### src/rtl/hazard_unit_if.sv
// Hazard-unit signal bundle: ID operands and ID/EX, EX/MEM control bits in, pipeline controls out.
// HAZARD_STATS_EN adds the two statistics counters to the bundle.
interface hazard_unit_if;
  logic [6:0] id_opcode;
  logic [4:0] id_rs1;
  logic [4:0] id_rs2;
  logic       ex_MR;
  logic [4:0] ex_rd;
  logic       ex_redirect;
  logic       mem_req;
  logic       stall;
  logic       pc_en;
  logic       ifid_en;
  logic       ifid_flush;
  logic       idex_flush;
  logic       pipe_en;
`ifdef HAZARD_STATS_EN
  logic [15:0] stat_stall_cnt;
  logic [15:0] stat_flush_cnt;
`endif

  // Pipeline side: supplies the observed fields, receives the controls.
  modport master (
    output id_opcode, id_rs1, id_rs2, ex_MR, ex_rd, ex_redirect, mem_req,
`ifdef HAZARD_STATS_EN
    input  stat_stall_cnt, stat_flush_cnt,
`endif
    input  stall, pc_en, ifid_en, ifid_flush, idex_flush, pipe_en
  );

  modport slave (
    input  id_opcode, id_rs1, id_rs2, ex_MR, ex_rd, ex_redirect, mem_req,
`ifdef HAZARD_STATS_EN
    output stat_stall_cnt, stat_flush_cnt,
`endif
    output stall, pc_en, ifid_en, ifid_flush, idex_flush, pipe_en
  );
endinterface

### src/rtl/hazard_unit.sv
// Pipeline hazard controller: load-use bubble, multi-cycle memory freeze, branch/jump flush.
// Optional HAZARD_STATS_EN macro adds saturating stall/flush statistics counters.
module hazard_unit #(
  parameter int MEM_LAT = 2,
  parameter int CNT_W   = 4
) (
  input  logic       clk,
  input  logic       rst,
  hazard_unit_if.slave hz
);

  localparam logic [6:0] OP_LUI = 7'b0110111;
  localparam logic [6:0] OP_JAL = 7'b1101111;
  localparam logic [6:0] OP_R   = 7'b0110011;
  localparam logic [6:0] OP_B   = 7'b1100011;
  localparam logic [6:0] OP_S   = 7'b0100011;

  localparam bit             HAS_WAIT = (MEM_LAT > 1);
  localparam logic [CNT_W-1:0] CNT_INIT = HAS_WAIT ? CNT_W'(MEM_LAT - 2) : '0;
  localparam logic [CNT_W-1:0] CNT_ONE  = CNT_W'(1);

  typedef enum logic {
    RUN     = 1'b0,
    MEMWAIT = 1'b1
  } state_t;

  state_t           state_q;
  logic [CNT_W-1:0] cnt_q;

  logic uses_rs1;
  logic uses_rs2;
  logic lu;
  logic freeze;
  logic redirect_eff;
  logic stall_int;

  always_comb begin
    uses_rs1 = !((hz.id_opcode == OP_LUI) || (hz.id_opcode == OP_JAL));
    uses_rs2 = (hz.id_opcode == OP_R) || (hz.id_opcode == OP_B) || (hz.id_opcode == OP_S);
    lu = hz.ex_MR && (hz.ex_rd != 5'd0) &&
         ((uses_rs1 && (hz.ex_rd == hz.id_rs1)) || (uses_rs2 && (hz.ex_rd == hz.id_rs2)));
  end

  always_comb begin
    freeze = 1'b0;
    case (state_q)
      RUN:     freeze = hz.mem_req && HAS_WAIT;
      MEMWAIT: freeze = (cnt_q != '0);
    endcase
  end

  // A memory op spends MEM_LAT cycles in MEM: one RUN cycle that freezes, then MEMWAIT
  // counts down the remaining freeze cycles and releases on cnt==0.
  always_ff @(posedge clk or negedge rst) begin
    if (!rst) begin
      state_q <= RUN;
      cnt_q   <= '0;
    end else begin
      case (state_q)
        RUN: begin
          if (freeze) begin
            state_q <= MEMWAIT;
            cnt_q   <= CNT_INIT;
          end
        end
        MEMWAIT: begin
          if (cnt_q != '0) cnt_q   <= cnt_q - CNT_ONE;
          else             state_q <= RUN;
        end
      endcase
    end
  end

  // Priority freeze > redirect > load-use; a redirect raised while frozen is simply
  // seen again next cycle because the EX register holding it is frozen too.
  always_comb begin
    redirect_eff = hz.ex_redirect && !freeze;
    stall_int    = lu && !freeze && !hz.ex_redirect;
    if (!rst) begin
      hz.stall      = 1'b1;
      hz.pc_en      = 1'b0;
      hz.ifid_en    = 1'b0;
      hz.pipe_en    = 1'b0;
      hz.ifid_flush = 1'b0;
      hz.idex_flush = 1'b0;
    end else begin
      hz.stall      = stall_int;
      hz.pipe_en    = !freeze;
      hz.pc_en      = !freeze && (redirect_eff || !lu);
      hz.ifid_en    = !freeze && (redirect_eff || !lu);
      hz.ifid_flush = redirect_eff;
      hz.idex_flush = redirect_eff;
    end
  end

`ifdef HAZARD_STATS_EN
  logic [15:0] stat_stall_q;
  logic [15:0] stat_flush_q;

  function automatic logic [15:0] sat_inc(input logic [15:0] v);
    return (v == 16'hFFFF) ? v : v + 16'd1;
  endfunction

  always_ff @(posedge clk or negedge rst) begin
    if (!rst) begin
      stat_stall_q <= '0;
      stat_flush_q <= '0;
    end else begin
      if (stall_int || freeze) stat_stall_q <= sat_inc(stat_stall_q);
      if (redirect_eff)        stat_flush_q <= sat_inc(stat_flush_q);
    end
  end

  assign hz.stat_stall_cnt = stat_stall_q;
  assign hz.stat_flush_cnt = stat_flush_q;
`endif

endmodule

### src/flat_wrapper.sv
// flat-port wrapper written by rule: the top's interface ports become plain ports
module hazard_unit_flat 
#(
  parameter int MEM_LAT = 2,
  parameter int CNT_W   = 4
)
  (clk, rst, hz_id_opcode, hz_id_rs1, hz_id_rs2, hz_ex_MR, hz_ex_rd, hz_ex_redirect, hz_mem_req, hz_stall, hz_pc_en, hz_ifid_en, hz_ifid_flush, hz_idex_flush, hz_pipe_en);
  hazard_unit_if hz_i ();
  input  logic clk;
  input  logic rst;
  input wire logic [$bits(hz_i.id_opcode)-1:0] hz_id_opcode;
  input wire logic [$bits(hz_i.id_rs1)-1:0] hz_id_rs1;
  input wire logic [$bits(hz_i.id_rs2)-1:0] hz_id_rs2;
  input wire logic [$bits(hz_i.ex_MR)-1:0] hz_ex_MR;
  input wire logic [$bits(hz_i.ex_rd)-1:0] hz_ex_rd;
  input wire logic [$bits(hz_i.ex_redirect)-1:0] hz_ex_redirect;
  input wire logic [$bits(hz_i.mem_req)-1:0] hz_mem_req;
  output wire logic [$bits(hz_i.stall)-1:0] hz_stall;
  output wire logic [$bits(hz_i.pc_en)-1:0] hz_pc_en;
  output wire logic [$bits(hz_i.ifid_en)-1:0] hz_ifid_en;
  output wire logic [$bits(hz_i.ifid_flush)-1:0] hz_ifid_flush;
  output wire logic [$bits(hz_i.idex_flush)-1:0] hz_idex_flush;
  output wire logic [$bits(hz_i.pipe_en)-1:0] hz_pipe_en;
  assign hz_i.id_opcode = hz_id_opcode;
  assign hz_i.id_rs1 = hz_id_rs1;
  assign hz_i.id_rs2 = hz_id_rs2;
  assign hz_i.ex_MR = hz_ex_MR;
  assign hz_i.ex_rd = hz_ex_rd;
  assign hz_i.ex_redirect = hz_ex_redirect;
  assign hz_i.mem_req = hz_mem_req;
  assign hz_stall = hz_i.stall;
  assign hz_pc_en = hz_i.pc_en;
  assign hz_ifid_en = hz_i.ifid_en;
  assign hz_ifid_flush = hz_i.ifid_flush;
  assign hz_idex_flush = hz_i.idex_flush;
  assign hz_pipe_en = hz_i.pipe_en;
  hazard_unit #(.MEM_LAT(MEM_LAT), .CNT_W(CNT_W)) u_core (.clk(clk), .rst(rst), .hz(hz_i));
endmodule
### config.mk
export PLATFORM = sky130hd
export DESIGN_NAME = hazard_unit_flat
export DESIGN_NICKNAME = d
export VERILOG_FILES = /design/src/rtl/hazard_unit_if.sv /design/src/rtl/hazard_unit.sv /design/src/flat_wrapper.sv
export SDC_FILE = /design/constraint.sdc
export NUM_CORES = 1
export LEC_CHECK = 0
export BUFFER_PORTS_ARGS = -buffer_cell sky130_fd_sc_hd__buf_2
export CORE_AREA = 2 2 39 41
export CTS_CLUSTER_DIAMETER = 100
export DETAILED_ROUTE_END_ITERATION = 8
export DIE_AREA = 0 0 41 43
export GPL_TIMING_DRIVEN = 0
export PLACE_DENSITY_LB_ADDON = 0.15
export SKIP_LAST_GASP = 1
export SLEW_MARGIN = 10
export SYNTH_ARGS = -nofsm -noshare
export SYNTH_HDL_FRONTEND = slang
export SYNTH_SLANG_ARGS = --single-unit
### constraint.sdc
create_clock -name clk -period 1.7 [get_ports clk]
set_input_delay 0.17 -clock clk [delete_from_list [all_inputs] [get_ports clk]]
set_output_delay 0.17 -clock clk [all_outputs]
set_load 0.02 [all_outputs]
### Word level (Yosys, flattened, before mapping)

Index checks and enable logic that the tools add are counted.

* input bits: 27
* word-level logic and storage cells: 44
* flip-flop bits (word level): 5
* output and inout bits: 6

* reduce and logical (&&, ||, !) cells: 20
* add/subtract/negate cells: 1
* bitwise gates (word level): 1
* mux-type cells: 11
* equality and inequality tests: 9

Operator list (number)
* 7-bit by 6-bit == test with 1-bit output, second input constant: 3
* 7-bit == test, second input constant: 2
* 5-bit == test: 2
* 1-bit logical AND: 8
* 4-bit 2-to-1 mux: 2
* 4-bit case mux with 2 select lines: 1
* 1-bit 2-to-1 mux: 6
* 1-bit logical OR: 5
* 5-bit nonzero test: 1
* 1-bit logical NOT: 4
* 1-bit case mux with 2 select lines: 2
* 4-bit nonzero test: 1
* 4-bit by 1-bit subtractor with 4-bit output, second input constant: 1
* 2-bit by 1-bit != test with 1-bit output, second input constant: 1
* 2-bit != test, second input constant: 1
* 2-bit AND reduction: 1
* 1-bit inverter: 1

### Depth between registers and ports, before layout

* depth after elaboration: 10
* gate-level depth with buffers: 7

### Worst setup path after synthesis

Ideal clock, no wire load.

* path type: register -> output
* start point: register u_core.cnt_q[0]
* end point: output hz_pc_en
* setup slack: -0.111 ns
* buffers on the path: 1
* stages on the path, launching flop included: 8
* arrival time: 1.641 ns
* path through: dfrtp_1 -> inv_1 -> ha_1 -> nand2b_1 -> o22ai_2 -> and2_1 -> o2bb2ai_1 -> buf_4

* cells in the longest elaborated chain, start to end: 7

RTL lines
* from (decl): RTL line hazard_unit.sv:28 `logic [CNT_W-1:0] cnt_q;`
* from (signal assigned): RTL line hazard_unit.sv:67 `if (cnt_q != '0) cnt_q <= cnt_q - CNT_ONE;`
* 4-bit nonzero test (*): RTL line hazard_unit.sv:48 `MEMWAIT: freeze = (cnt_q != '0);`
* 1-bit case mux with 2 select lines (*): RTL line hazard_unit.sv:46 `case (state_q)`
* 1-bit logical NOT (*)
* 1-bit logical AND: RTL line hazard_unit.sv:77 `redirect_eff = hz.ex_redirect && !freeze;`
* 1-bit logical OR
* 1-bit logical AND (*)
* 1-bit 2-to-1 mux (*)
* to (decl): RTL line flat_wrapper.sv:19 `output wire logic [$bits(hz_i.pc_en)-1:0] hz_pc_en;`

Mark *: on every way between the ends. The rest lies on a longest branch, timed or not.

### Final worst setup path

* start point: register u_core.cnt_q[0]
* end point: output hz_ifid_flush

* cells in the longest elaborated chain, start to end: 5

RTL lines
* 4-bit nonzero test: RTL line hazard_unit.sv:48
* 1-bit case mux with 2 select lines: RTL line hazard_unit.sv:46
* 1-bit logical NOT: RTL line hazard_unit.sv:77
* 1-bit logical AND: RTL line hazard_unit.sv:77
* 1-bit 2-to-1 mux: RTL line hazard_unit.sv:79 `if (!rst) begin`
* to (decl): RTL line flat_wrapper.sv:21 `output wire logic [$bits(hz_i.ifid_flush)-1:0] hz_ifid_flush;`

No other way between the ends.

==> results.py <==
metrics = {
    "status": {
        "status": "finished with violations",
        "violations": "negative setup slack",
    },
    "global_route": {
        "grt_pass1_wl_um": 2049,
        "gr-usage-all-layers_pct": 16.73,
        "grt_overflow_total": 0,
        "antenna_found_initial": 0,
        "grt_pass1_vias": 541,
        "grt_max_degree": 11,
    },
    "hold_path": {
        "whs_path_depth": 3,
        "hp-class": "input port to flop",
        "min_from": "hz_mem_req",
        "worstHoldEndpoint": "u_core.state_q",
    },
    "sta": {
        "setup-tns-final_ns": -0.2733,
        "slew_headroom_pct": 81.96,
        "finalHoldViolCount": 0,
        "fmax_mhz": 552.6,
        "layout_setup_ws_ns": -0.1095,
        "slew_viol_final": 0,
        "rsz0062_at_grt": "true",
        "worstMarginPinSlew_ns": 0.2671,
        "layout_min_cycle_time_ns": 1.809,
        "fin_skew_ns": 0.002907,
        "finalCritPeriodShare_pct": 106.4,
        "setup_viol": 5,
    },
    "final_layout": {
        "fin_util_pct": 58.68,
        "layout-drive-gt1-share_pct": 53.47,
        "area_delta_synth_final_pct": 63.89,
        "n_antenna_cell": 0,
        "final_common_cell": "buf_2",
        "stdcell_count": 117,
        "postLayoutCellArea_um2": 812.0,
        "fillers": 121,
        "mostFrequentLayoutCells": "28 x buf_2, 10 x buf_4, 6 x xnor2_1",
        "nNetsFinal": 130,
    },
    "placement": {
        "place_area_um2": 683.2,
        "place_hpwl_um": 941.5,
        "post-place-ws_ns": -0.06697,
        "port_buffers": 32,
        "gp_congestion": 0.6422,
        "dp_cells": 107,
    },
    "critical_path": {
        "arrival_ns": 1.64,
        "critical_path_class": "flop to output port",
        "r2r_end": "u_core.cnt_q[1]",
        "r2r_start": "u_core.cnt_q[0]",
        "crit_path_end_kind": "output port",
        "reg2reg_depth": 7,
        "required_ns": 1.53,
        "critPathLaunchType": "flop",
        "path_max_fanout": 5,
        "ff2ff_setup_slack_ns": 0.29,
    },
    "routing": {
        "wl_um": 1174,
        "firstDrtPassIters": 3,
        "avgViaCountPerCell": 4.846,
        "drc_errors": 0,
        "ant_nets": 0,
        "vias": 567,
        "wl_per_cell_um": 10.03,
        "drt_iter0_drc": 4,
    },
    "synth": {
        "syn_inst": 59,
        "synth_area_per_cell_um2": 8.398,
        "ys_seq_elements": 5,
        "ys_seq_area_share_pct": 25.25,
        "synthSimpleGateAreaFrac_pct": 28.03,
        "syn_area_um2": 495.5,
        "synthAdderAreaFrac_pct": 2.525,
        "syn_nets": 87,
        "synth_xor_area_share_pct": 15.91,
        "synth_top_family_by_area": "simple AND/OR/NAND/NOR gates",
        "ys_warn_count": 0,
        "synthMuxAreaShare_pct": 0,
        "synth_compound_area_share_pct": 22.98,
        "synth.distinct_cells": 32,
    },
    "pwr": {
        "p_per_area_nw_per_um2": 1392,
        "leakage_nw": 0.3833,
        "peakVddDrop_mv": 0.7242,
    },
    "clock_tree": {
        "insertion_delay_ns": 0.24,
        "htreeDepth": 1,
        "cts_buffers": 3,
        "root_buffer": "clkbuf_4",
        "path_clk_slew_ns": 0.04,
        "cts_buffer_depth": 2,
        "cts_tree": "yes",
        "cts.sink_count": 5,
    },
    "die": {
        "die_x_um": 41,
        "start_util_pct": 35.80,
        "die_y_um": 43,
        "dieArea_um2": 1763,
        "rows": 14,
        "core-area_um2": 1384,
        "pin_count": 33,
    },
    "job": {
        "drv_cap": 0,
    },
}
==> cell families after synthesis <==
kind of cell / after synthesis
AOI/OAI and AO/OA: 16
xor gates and xnor gates: 9
adders and majority gates: 1
buffers and inverters: 5
DFF: 5
and+or+nand+nor: 23
==> how the worst max path moves through the flow <==
| stage | startpoint | to | slack [ns] | cells past startpoint |
|---|---|---|---|---|
| detailed placement | u_core.cnt_q[0] | hz_pc_en | -0.07 | 8 |
| global route | u_core.cnt_q[0] | hz_stall | -0.22 | 8 |
| finish | u_core.cnt_q[0] | hz_ifid_flush | -0.11 | 8 |
| CTS | u_core.cnt_q[0] | hz_pc_en | -0.08 | 8 |
| floorplan | u_core.cnt_q[0] | hz_pc_en | 0.02 | 7 |
| global placement | u_core.cnt_q[0] | hz_pc_en | -0.08 | 8 |
==> Yosys cell counts <==
master     count  area (um2)
and2_1         1       6.260
and2b_1        1       7.510
and3_1         2       12.51
and3b_1        1       8.760
and4_1         1       8.760
buf_4          2       15.01
dfrtp_1        5       125.1
ha_1           1       12.51
inv_1          3       11.26
nand2_1        4       15.01
nand2b_1       4       25.02
nand3_1        1       5.000
nand4_1        1       6.260
nor2_1         2       7.510
nor2b_1        1       6.260
nor3_1         1       5.000
nor3b_1        1       7.510
o211ai_1       1       7.510
o21a_1         2       15.01
o21ai_0        5       25.02
o21ai_1        1       5.000
o21ai_2        1       8.760
o22ai_1        1       6.260
o22ai_2        1       12.51
o2bb2ai_1      1       8.760
o311ai_0       1       8.760
o31ai_1        1       7.510
o41ai_1        1       8.760
or2_2          1       6.260
or4_4          1       11.26
xnor2_1        6       52.55
xor2_1         3       26.28
==> stage by stage <==
step | total power, mW | hold WS, ns
after detailed placement | 0.7293 | 0.01228
after global placement | 0.7168 | 0.01511
after global routing | 1.240 | 0.3141
after CTS | 1.092 | 0.2721
final | 1.130 | 0.2770
after floorplan | 0.5807 | -0.1256
==> per-layer routing <==
metal  global-route usage (%)  vias to the layer above  wire (um)
li1                         -                      298          -
met1                    19.54                      242        454
met2                    26.88                       25        615
met3                    4.188                        2         90
met4                    8.000                        0         14
met5                        0                        -          0
==> state kept, by name, indices dropped and copies added, names as in the netlist <==
| signal | flops |
|---|---|
| u_core.cnt_q | 4 |
| u_core.state_q | 1 |
==> area by class of cell <==
| class | count | area (um2) | share of cell area [%] |
|---|---|---|---|
| Sequential cell | 5 | 125.1 | 15.41 |
| Clock buffer | 4 | 26.28 | 3.236 |
| Multi-Input combinational cell | 49 | 392.9 | 48.38 |
| Buffer | 2 | 15.01 | 1.849 |
| Timing Repair Buffer | 38 | 221.5 | 27.27 |
| Tap cell | 16 | 20.02 | 2.465 |
| Inverter | 3 | 11.26 | 1.387 |
==> worst max-delay path, stage by stage (launching register included) <==
cell and delay (ns):
dfrtp_1 0.40, inv_2 0.07, ha_4 0.14, nand2b_4 0.06, o22ai_4 0.17, buf_4 0.15
and3_4 0.17, buf_4 0.09, buf_2 0.14
==> power by group <==
group	switching, mW	total (mW)	leakage (nW)	internal [mW]
clock network	0.0475	0.136	0.0150	0.0886
logic	0.339	0.757	0.307	0.418
registers	0.0598	0.237	0.0618	0.177
==> timing repair <==
action                     4_1_cts  5_1_grt
setup endpoints to repair        6        5
cloned                           0        0
hold endpoints to repair         5        0
setup buffers                    4        1
pin swaps                        3        0
gates resized for setup         12        3
hold buffers                     1        0
No activity file was read; power rests on OpenSTA's default activity.
